**config.mk**
```make
export PLATFORM = sky130hd
export DESIGN_NAME = load_store_unit
export DESIGN_NICKNAME = d
export VERILOG_FILES = /design/src/rtl/lsu_pkg.sv /design/src/rtl/lsu_lane.sv /design/src/rtl/load_store_unit.sv
export SDC_FILE = /design/constraint.sdc
export NUM_CORES = 1
export LEC_CHECK = 0
export CORE_MARGIN = 2
export CORE_UTILIZATION = 50
export CTS_CLUSTER_SIZE = 20
export DETAILED_ROUTE_END_ITERATION = 16
export GPL_TIMING_DRIVEN = 0
export PLACE_DENSITY = 0.95
export SLEW_MARGIN = 40
export SYNTH_ARGS = -nofsm -noshare
export SYNTH_HDL_FRONTEND = slang
export SYNTH_HIERARCHICAL = 1
export SYNTH_SLANG_ARGS = --single-unit
```
**constraint.sdc**
```tcl
create_clock -name clk -period 8.29 [get_ports clk]
set_input_delay 0.829 -clock clk [delete_from_list [all_inputs] [get_ports clk]]
set_output_delay 0.829 -clock clk [all_outputs]
set_load 0.01 [all_outputs]
```
**src/rtl/lsu_pkg.sv**
```systemverilog
// lsu_pkg: shared funct3 codes, FSM state type and request legality helper
// for the load/store unit.
package lsu_pkg;

    // funct3 width/sign codes (instr[14:12]); stores use only the first three
    localparam logic [2:0] F3_B  = 3'b000;
    localparam logic [2:0] F3_H  = 3'b001;
    localparam logic [2:0] F3_W  = 3'b010;
    localparam logic [2:0] F3_BU = 3'b100;
    localparam logic [2:0] F3_HU = 3'b101;

    typedef enum logic [1:0] {
        ST_IDLE = 2'd0,
        ST_REQ  = 2'd1,
        ST_DONE = 2'd2
    } lsu_state_t;

    // A funct3 is legal for a store only as SB/SH/SW; loads add LBU/LHU.
    function automatic logic f3_legal(input logic we, input logic [2:0] funct3);
        if (we) begin
            return (funct3 == F3_B) || (funct3 == F3_H) || (funct3 == F3_W);
        end
        return (funct3 == F3_B)  || (funct3 == F3_H)  || (funct3 == F3_W) ||
               (funct3 == F3_BU) || (funct3 == F3_HU);
    endfunction

endpackage

```
**src/rtl/lsu_lane.sv**
```systemverilog
// lsu_lane: combinational byte-lane logic for the load/store unit.
// Computes byte enables, store-data replication, load lane extraction with
// sign/zero extension, and the misalignment flag.
// Optional feature: define LSU_MISALIGN_TRAP_EN to flag misaligned half/word
// accesses; otherwise the low address bits are ignored for those sizes.
module lsu_lane
    import lsu_pkg::*;
(
    input  logic [2:0]  funct3,
    input  logic [1:0]  addr_lo,
    input  logic [31:0] wdata,
    input  logic [31:0] rdata,
    output logic [3:0]  be,
    output logic [31:0] wdata_rep,
    output logic [31:0] rdata_ext,
    output logic        misaligned
);

    logic [7:0]  byte_sel;
    logic [15:0] half_sel;
    logic        is_unsigned;

    assign is_unsigned = funct3[2];
    assign byte_sel    = rdata[{addr_lo, 3'b000} +: 8];
    assign half_sel    = rdata[{addr_lo[1], 4'b0000} +: 16];

    // Decode access size from funct3[1:0] into enables, replicated store data and extended load data
    always_comb begin
        // NOTE: every output gets a default first so no path leaves a value unassigned (no latch).
        be        = 4'b1111;
        wdata_rep = wdata;
        rdata_ext = rdata;
        case (funct3[1:0])
            2'b00: begin
                be        = 4'b0001 << addr_lo;
                wdata_rep = {4{wdata[7:0]}};
                rdata_ext = is_unsigned ? {24'd0, byte_sel} : {{24{byte_sel[7]}}, byte_sel};
            end
            2'b01: begin
                be        = 4'b0011 << {addr_lo[1], 1'b0};
                wdata_rep = {2{wdata[15:0]}};
                rdata_ext = is_unsigned ? {16'd0, half_sel} : {{16{half_sel[15]}}, half_sel};
            end
            default: begin
                be        = 4'b1111;
                wdata_rep = wdata;
                rdata_ext = rdata;
            end
        endcase
    end

    // Misalignment: half needs addr[0]=0, word needs addr[1:0]=0
    always_comb begin
`ifdef LSU_MISALIGN_TRAP_EN
        case (funct3[1:0])
            2'b01:   misaligned = addr_lo[0];
            2'b10:   misaligned = (addr_lo != 2'b00);
            default: misaligned = 1'b0;
        endcase
`else
        misaligned = 1'b0;
`endif
    end

endmodule

```
**src/rtl/load_store_unit.sv**
```systemverilog
// load_store_unit: single-beat req/ack data-memory responder for
// LB/LH/LW/LBU/LHU/SB/SH/SW. FSM IDLE -> REQ -> DONE with a bus timeout.
// All outputs are registered. Optional feature macro: LSU_MISALIGN_TRAP_EN
// (handled in lsu_lane) turns misaligned half/word accesses into errors.
module load_store_unit
    import lsu_pkg::*;
#(
    parameter int unsigned TIMEOUT_CYCLES = 16
) (
    input  logic        clk,
    input  logic        reset_i,
    input  logic        req_i,
    input  logic        we_i,
    input  logic [2:0]  funct3_i,
    input  logic [31:0] addr_i,
    input  logic [31:0] wdata_i,
    output logic        busy_o,
    output logic        done_o,
    output logic        err_o,
    output logic [31:0] rdata_o,
    output logic        mem_req_o,
    output logic        mem_we_o,
    output logic [29:0] mem_addr_o,
    output logic [3:0]  mem_be_o,
    output logic [31:0] mem_wdata_o,
    input  logic        mem_ack_i,
    input  logic [31:0] mem_rdata_i
);

    localparam logic [7:0] TO_LAST = 8'(TIMEOUT_CYCLES - 1);

    lsu_state_t  state, nxt_state;
    logic [7:0]  cnt, nxt_cnt;

    // Request fields still needed after acceptance; the upper address bits,
    // enables and store data are held in the bus output registers.
    logic [1:0]  addr_lo_q, nxt_addr_lo_q;
    logic [2:0]  funct3_q, nxt_funct3_q;
    logic        we_q, nxt_we_q;

    logic        nxt_busy, nxt_done, nxt_err, nxt_mem_req, nxt_mem_we;
    logic [31:0] nxt_rdata, nxt_mem_wdata;
    logic [29:0] nxt_mem_addr;
    logic [3:0]  nxt_mem_be;

    logic        in_idle;
    logic [2:0]  lane_funct3;
    logic [1:0]  lane_addr_lo;
    logic [3:0]  lane_be;
    logic [31:0] lane_wdata;
    logic [31:0] lane_rdata;
    logic        lane_misaligned;

    // In IDLE the lane logic decodes the incoming request; in REQ it decodes
    // the latched one so the acked read word is extracted correctly.
    assign in_idle      = (state == ST_IDLE);
    assign lane_funct3  = in_idle ? funct3_i    : funct3_q;
    assign lane_addr_lo = in_idle ? addr_i[1:0] : addr_lo_q;

    lsu_lane u_lane (
        .funct3     (lane_funct3),
        .addr_lo    (lane_addr_lo),
        .wdata      (wdata_i),
        .rdata      (mem_rdata_i),
        .be         (lane_be),
        .wdata_rep  (lane_wdata),
        .rdata_ext  (lane_rdata),
        .misaligned (lane_misaligned)
    );

    // Next-state and next-output logic for the IDLE/REQ/DONE transaction FSM
    always_comb begin
        nxt_state     = state;
        nxt_cnt       = cnt;
        nxt_addr_lo_q = addr_lo_q;
        nxt_funct3_q  = funct3_q;
        nxt_we_q      = we_q;
        nxt_done      = 1'b0;
        nxt_err       = 1'b0;
        nxt_rdata     = rdata_o;
        nxt_mem_req   = mem_req_o;
        nxt_mem_we    = mem_we_o;
        nxt_mem_addr  = mem_addr_o;
        nxt_mem_be    = mem_be_o;
        nxt_mem_wdata = mem_wdata_o;

        case (state)
            ST_IDLE: begin
                if (req_i) begin
                    nxt_addr_lo_q = addr_i[1:0];
                    nxt_funct3_q  = funct3_i;
                    nxt_we_q      = we_i;
                    if (!f3_legal(we_i, funct3_i) || lane_misaligned) begin
                        // Rejected without touching the bus
                        nxt_state = ST_DONE;
                        nxt_done  = 1'b1;
                        nxt_err   = 1'b1;
                        nxt_rdata = 32'd0;
                    end else begin
                        nxt_state     = ST_REQ;
                        nxt_cnt       = 8'd0;
                        nxt_mem_req   = 1'b1;
                        nxt_mem_we    = we_i;
                        nxt_mem_addr  = addr_i[31:2];
                        nxt_mem_be    = lane_be;
                        nxt_mem_wdata = lane_wdata;
                    end
                end
            end
            ST_REQ: begin
                if (mem_ack_i) begin
                    nxt_state   = ST_DONE;
                    nxt_mem_req = 1'b0;
                    nxt_done    = 1'b1;
                    if (!we_q) begin
                        nxt_rdata = lane_rdata;
                    end
                end else if (cnt == TO_LAST) begin
                    nxt_state   = ST_DONE;
                    nxt_mem_req = 1'b0;
                    nxt_done    = 1'b1;
                    nxt_err     = 1'b1;
                    nxt_rdata   = 32'd0;
                end else begin
                    nxt_cnt = cnt + 8'd1;
                end
            end
            ST_DONE: begin
                nxt_state = ST_IDLE;
            end
            default: begin
                nxt_state   = ST_IDLE;
                nxt_mem_req = 1'b0;
            end
        endcase

        nxt_busy = (nxt_state != ST_IDLE);
    end

    // State, counter, latched request fields and all registered outputs
    always_ff @(posedge clk or posedge reset_i) begin
        if (reset_i) begin
            state       <= ST_IDLE;
            cnt         <= 8'd0;
            addr_lo_q   <= 2'd0;
            funct3_q    <= 3'd0;
            we_q        <= 1'b0;
            busy_o      <= 1'b0;
            done_o      <= 1'b0;
            err_o       <= 1'b0;
            rdata_o     <= 32'd0;
            mem_req_o   <= 1'b0;
            mem_we_o    <= 1'b0;
            mem_addr_o  <= 30'd0;
            mem_be_o    <= 4'd0;
            mem_wdata_o <= 32'd0;
        end else begin
            // NOTE: non-blocking assignments so every register updates from pre-edge values.
            state       <= nxt_state;
            cnt         <= nxt_cnt;
            addr_lo_q   <= nxt_addr_lo_q;
            funct3_q    <= nxt_funct3_q;
            we_q        <= nxt_we_q;
            busy_o      <= nxt_busy;
            done_o      <= nxt_done;
            err_o       <= nxt_err;
            rdata_o     <= nxt_rdata;
            mem_req_o   <= nxt_mem_req;
            mem_we_o    <= nxt_mem_we;
            mem_addr_o  <= nxt_mem_addr;
            mem_be_o    <= nxt_mem_be;
            mem_wdata_o <= nxt_mem_wdata;
        end
    end

endmodule
```
==> impl_metrics.toml <==
[outcome]
status = "finished, final reports clean"

[cells_and_area]
instances_no_fill = 869
layout_common_cells = "clkdlybuf4s50_1, dfrtp_1, mux2_4"
drive_above_1_share_pct = 23.1
utilization_pct = 75.3
synthToLayoutAreaGrowth_pct = 47.7
antenna_cells = 0
final_common_cell = "clkdlybuf4s50_1"
final_nets = 814

[hold_path]
hold_class = "flip-flop to flip-flop"

[floorplanning]
initial_core_util_pct = 51.0
dieArea_um2 = 13100
num_io_pins = 207
fp.dieH_um = 114
std_cell_rows = 40
design.core.area_um2 = 12000
fp.dieW_um = 114

[flow_run]
drv_cap = 0

[power]
power.total_uw = 2640
power.leakage_uw = 0.00404
power.density_nw_per_um2 = 294
peakVddDrop_v = 0.000207

[critical_path]
critPathBufInv = 3
critical-path-top-delay-family = "multiplexers"
path_class = "flip-flop to flip-flop"
slowest_stage = "mux2_2"
crit_path_end_kind = "flip-flop"
cp.required_ns = 8.59
crit_top_cell = "buf_6"
cp.arrival_ns = 3.06
crit_path_start_kind = "flip-flop"
cp_cell_sequence = "buf_4, nor2_1, mux2_2, buf_6, mux2_4, a31oi_4, buf_6, o22ai_1, a22o_1"
crit_fanout = 10
cp_slowest_stage_delay_ns = 0.41

[drt]
drtIter0Drc = 473
wl_per_cell_um = 20.4
vias = 5112
drc = 0
drt.antenna.violating_nets = 0
viasPerCell = 5.88
wl_um = 17700
drt-pass1-iter-count = 5

[place]
dp.final_hpwl_um = 12800
placed_cells = 837
gp_congestion = 0.983
io_buffers = 206
dp_slack_ns = 5.29

[sta]
tightest_slew_ns = 0.716
fmax_mhz = 363
min_period_ns = 2.76
rsz0062_at_grt = "no"
fin_setup_tns_ns = 0
slew_headroom_pct = 52.2
setup_slack_ns = 5.53
setup_violations = 0
fin_crit_sh_pct = 33.3
final-hold-violation-count = 0
drv_slew = 0
finClkSkew_ns = 0.00572

[global_route]
grt_overflow_total = 0
grt_pass1_wl_um = 27500
grt_usage_pct = 27.6
grt_pass1_vias = 5313
antenna_found_initial = 0
grt_start_max_net_pins = 68

[clocking]
clk_pin_slew_ns = 0.06
ctsRootBufferMaster = "clkbuf_16"
cts_hold_buf = 0
numClockSinks = 119
post_cts_buffers = 0
numCtsBuffers = 17
htree_levels = 4
cts_buffer_depth = 2
cts_tree = "yes"
cts_resized = 0
insertion_delay_ns = 0.41

[synthesis]
netlist_instances = 483
synthArstFlopShare_pct = 100
yosys_register_bits = 119
seq_area_frac_synth_pct = 48.8
syn_nets = 588
synth_warnings = 6
synth.distinct_cells = 54
synth-edff-count = 0
ys.flop_type = "dfrtp_1"
netlist_area_um2 = 6100
synth_area_per_cell_um2 = 12.6
[worst paths after layout]
kind	start	to	slack, ns	cells past startpoint
min in group asynchronous	reset_i	state[0]$_DFF_PP0_	0.86	2
max in group asynchronous	reset_i	mem_wdata_o[6]$_DFFE_PP0P_	6.80	3
worst min register to register	funct3_q[0]$_DFFE_PP0P_	funct3_q[0]$_DFFE_PP0P_	0.49	2
worst max-delay path	state[0]$_DFF_PP0_	rdata_o[26]$_DFFE_PP0P_	5.53	9
worst min-delay path	funct3_q[0]$_DFFE_PP0P_	funct3_q[0]$_DFFE_PP0P_	0.49	2
worst max register to register	state[0]$_DFF_PP0_	rdata_o[26]$_DFFE_PP0P_	5.53	9
[where the power goes]
part           internal [µW]  switching [µW]  leakage (µW)
Sequential               748             107       0.00149
Combinational            603             417       0.00225
Clock                    508             262      0.000295
[metal layers]
metal / up-vias / part of all wire [%] / track usage, %
met4: 0 / 2.9 / 10.5
met1: 2502 / 38 / 32.4
met2: 329 / 49 / 46.4
met3: 60 / 10 / 10.3
met5: - / 0 / 0
li1: 2221 / - / -
[sequential cells by signal, indices dropped and copies added (netlist names)]
register / flops
addr_lo_q: 2
done_o: 1
funct3_q: 3
err_o: 1
mem_we_o: 1
state: 2
mem_be_o: 4
we_q: 1
busy_o: 1
mem_wdata_o: 32
mem_req_o: 1
mem_addr_o: 30
cnt: 8
rdata_o: 32
[stage by stage]
stage / cell area [µm²] / hold WS (ns)
finish: 9010 / 0.492
global route: 9010 / 0.502
CTS: 9010 / 0.495
detailed placement: 8390 / 0.483
global placement: 8350 / 0.456
floorplan: 6100 / 0.442
[logic make-up after synthesis]
logic type               share of synthesized area [%]
AO/OA/AOI/OAI                                     14.4
XOR/XNOR                                         0.287
adder cells (fa/ha/maj)                          0.205
buffers and inverters                             5.56
flip-flops                                        48.8
multiplexers                                      23.4
other                                           0.0615
AND/OR/NAND/NOR                                   7.34
[worst register-to-register path: cells and delay by family, from the launching register on]
family	cells	cell delay (ns)
muxes	2	0.72
AOI/OAI and AO/OA	3	0.69
buffers and inverters	3	0.50
and+or+nand+nor	1	0.39
DFF	1	0.36
[cells in the mapped netlist (2+ instances only)]
| cell | count | area (µm²) |
|---|---|---|
| nand3_1 | 5 | 25.0 |
| clkbuf_1 | 11 | 41.3 |
| buf_2 | 10 | 50.1 |
| a21oi_1 | 5 | 25.0 |
| a221o_1 | 7 | 70.1 |
| a22o_1 | 32 | 280 |
| mux2i_1 | 16 | 160 |
| nand2_1 | 32 | 120 |
| nor2b_1 | 19 | 119 |
| buf_6 | 11 | 124 |
| or3b_1 | 2 | 17.5 |
| xnor2_1 | 2 | 17.5 |
| mux2_2 | 35 | 394 |
| o21ai_0 | 13 | 65.1 |
| nor2_1 | 13 | 48.8 |
| o21bai_1 | 3 | 22.5 |
| inv_1 | 8 | 30.0 |
| mux2_4 | 58 | 871 |
| o221ai_1 | 8 | 70.1 |
| buf_4 | 12 | 90.1 |
| o211ai_1 | 3 | 22.5 |
| o22ai_1 | 19 | 119 |
| o31ai_1 | 3 | 22.5 |
| a22oi_1 | 8 | 60.1 |
| dfrtp_1 | 119 | 2980 |
[final cells by class]
class	instances	area [µm²]
multi-input cells	311	2790
inverters	8	37.5
flip-flops and latches	119	2980
fillers	748	2950
clock buffers	19	443
repair buffers	207	2090
clock inverters	13	179
plain buffers	45	309
well taps	147	184
Power figures use the tool's default switching activity.
==> patch, RTL diff (config.mk and constraints unchanged) <==
Add a define of `LSU_MISALIGN_TRAP_EN`.
--- a/src/rtl/lsu_lane.sv
+++ b/src/rtl/lsu_lane.sv
@@ -3,6 +3,8 @@
 // sign/zero extension, and the misalignment flag.
 // Optional feature: define LSU_MISALIGN_TRAP_EN to flag misaligned half/word
 // accesses; otherwise the low address bits are ignored for those sizes.
+`define LSU_MISALIGN_TRAP_EN
+
 module lsu_lane
     import lsu_pkg::*;
 (
Formal check against the unedited RTL: not equivalent (Yosys sat finds a counterexample within 4 cycles, from zero or initial values and one cycle with reset_i high).
==> patch against the unedited design <==
Sequential cell count is the same. First-iteration DRC count shrank 23%. Count of clock-buffer cells in the layout grew 9. Critical path depth grew 3. Die area shrank 3.3%. Highest routed layer unchanged. Total power grew 33%. Via count shrank 3.5%. Critical path type unchanged. Synthesized area shrank 3.4%. Routed wire length shrank 1.6%. Synthesized cell count shrank 1.7%. Design area shrank 3.1%. Setup slack lost 0.65 ns. Clock skew grew 0.0010 ns. Fmax shrank 19%.
==> patch: results (changes against the unedited design) <==
Hold Slack: 0.476 ns (-0.0168 ns)
First-pass GRT wire length: 27500 µm (about the same)
XOR/XNOR share of the synthesized area: 0.00297 (+0.000101)
Place WS: 4.59 ns (-0.701 ns)
Post-synth top cells: dfrtp_1 (119), nand2_1 (58), mux2_4 (51), a22o_1 (40), mux2_2 (36)
Complex-gate fraction of the synthesized area: 0.138 (-0.00600)
Metal3 WL: 1420 µm (-20%)
Clock skew: 0.00672 ns (+0.00100 ns)
Placed Cells: 825 (-1.4%)
Ranking of synthesized cells by area: dfrtp_1 (51%), mux2_4 (13%), mux2_2 (6.9%), a22o_1 (5.9%), nand2_1 (3.7%)
Synthesized Nets: 583 (-0.85%)
Largest net degree at the start of global routing: 62 (-8.8%)
Routed met1 length: 7050 µm (+4.0%)
Ant diodes: 0 (unchanged)
Routed met2 length: 8470 µm (-2.0%)
Drt wl/cell: 20.4 µm (about the same)
Share of cells above drive strength 1: 0.211 (-0.0206)
Adder-Cell Fraction of Synth Area: 0.00849 (+0.00644)
Share of the yosys chip area belonging to registers: 0.505 (+0.0171)
Internal: 2.29 mW (+23%)
Final instance area: 0.00873 mm² (-3.1%)
GRT Util Overall: 0.281 (+0.00432)
Post-synthesis mux area share: 0.209 (-0.0247)
Nets: 809 (-0.61%)
Peak supply drop: 0.282 mV (+36%)
Status: finished, final reports clean
Worst slew pin tran: 0.873 ns (+0.157 ns)
Vias in the first global route: 5207 (-2.0%)
Vias post-DR: 4934 (-3.5%)
Yosys cell types: 48 (-11%)
Leakage: 4.00 nW (-0.95%)
Post-route minimum period: 3.41 ns (+0.651 ns)
Hpwl dp: 12500 µm (-2.4%)
Arr. time, crit path: 3.71 ns (+0.65 ns)
DR pass1 iterations: 6 (+1)
1st-iter DRT viols: 364 (-23%)
Routability cong.: 0.867 (-12%)
DR vias/cell: 5.77 (-1.9%)
Synthesized instance count: 475 (-1.7%)
Post-CTS setup buffers: 0 (unchanged)
R2R Setup Slk: 4.88 ns (-0.65 ns)
Placed cell area: 0.00817 mm² (-2.6%)
CP Max Fanout: 10 (unchanged)
-- patch: cell types whose count changed after synthesis, sizes merged, moves of 10 or more --
cell / change
nor2b: -16
nand2: +26
mux2i: -10
o22ai: -12
nand3: +20
-- patch: cell families after synthesis --
group | after synthesis
compound gates | 98
simple gates | 111
buf+inv | 48
xor+xnor | 2
mux | 93
fa+ha+maj | 4
flops | 119
-- patch: final cells by class --
type	count	area (µm²)
Buffer	39	264
Timing Repair Buffer	207	2090
Clock buffer	28	547
Inverter	9	41.3
Fill cell	702	2740
Clock inverter	2	10.0
Multi-Input combinational cell	308	2620
Sequential cell	119	2980
Tap cell	143	179
-- patch: routing by layer --
metal	up-vias	track usage
met4	0	0.137
met5	-	0
li1	2199	-
met1	2400	0.348
met2	286	0.451
met3	49	0.0826
-- patch: path summary, 6_finish.rpt --
| check | from | end |
|---|---|---|
| hold / removal | funct3_q[1] | funct3_q[1] |
| setup reg to reg | state[0] | mem_addr_o[15] |
| hold reg to reg | funct3_q[1] | funct3_q[1] |
| max in group asynchronous | reset_i | rdata_o[14] |
| min in group asynchronous | reset_i | mem_addr_o[29] |
| setup / recovery | state[0] | mem_addr_o[15] |
-- patch: critical path: stages, from the launching register on --
cell	delay (ns)
dfrtp_1	0.36
buf_4	0.16
nor2_1	0.39
mux2_2	0.42
inv_1	0.09
ha_1	0.18
buf_2	0.26
nand2_1	0.07
a21boi_0	0.22
inv_1	0.11
o211ai_1	0.17
clkbuf_1	0.46
mux2_2	0.40
-- patch: power by group through the flow --
stage	Sequential [mW]	Clock [mW]	Combinational (mW)
after global routing	1.01	0.721	1.97
after global placement	0.970	0	1.77
after detailed placement	0.990	0	1.82
after floorplan	1.07	0	0.967
final	0.988	0.679	1.86
after CTS	0.987	0.690	1.85
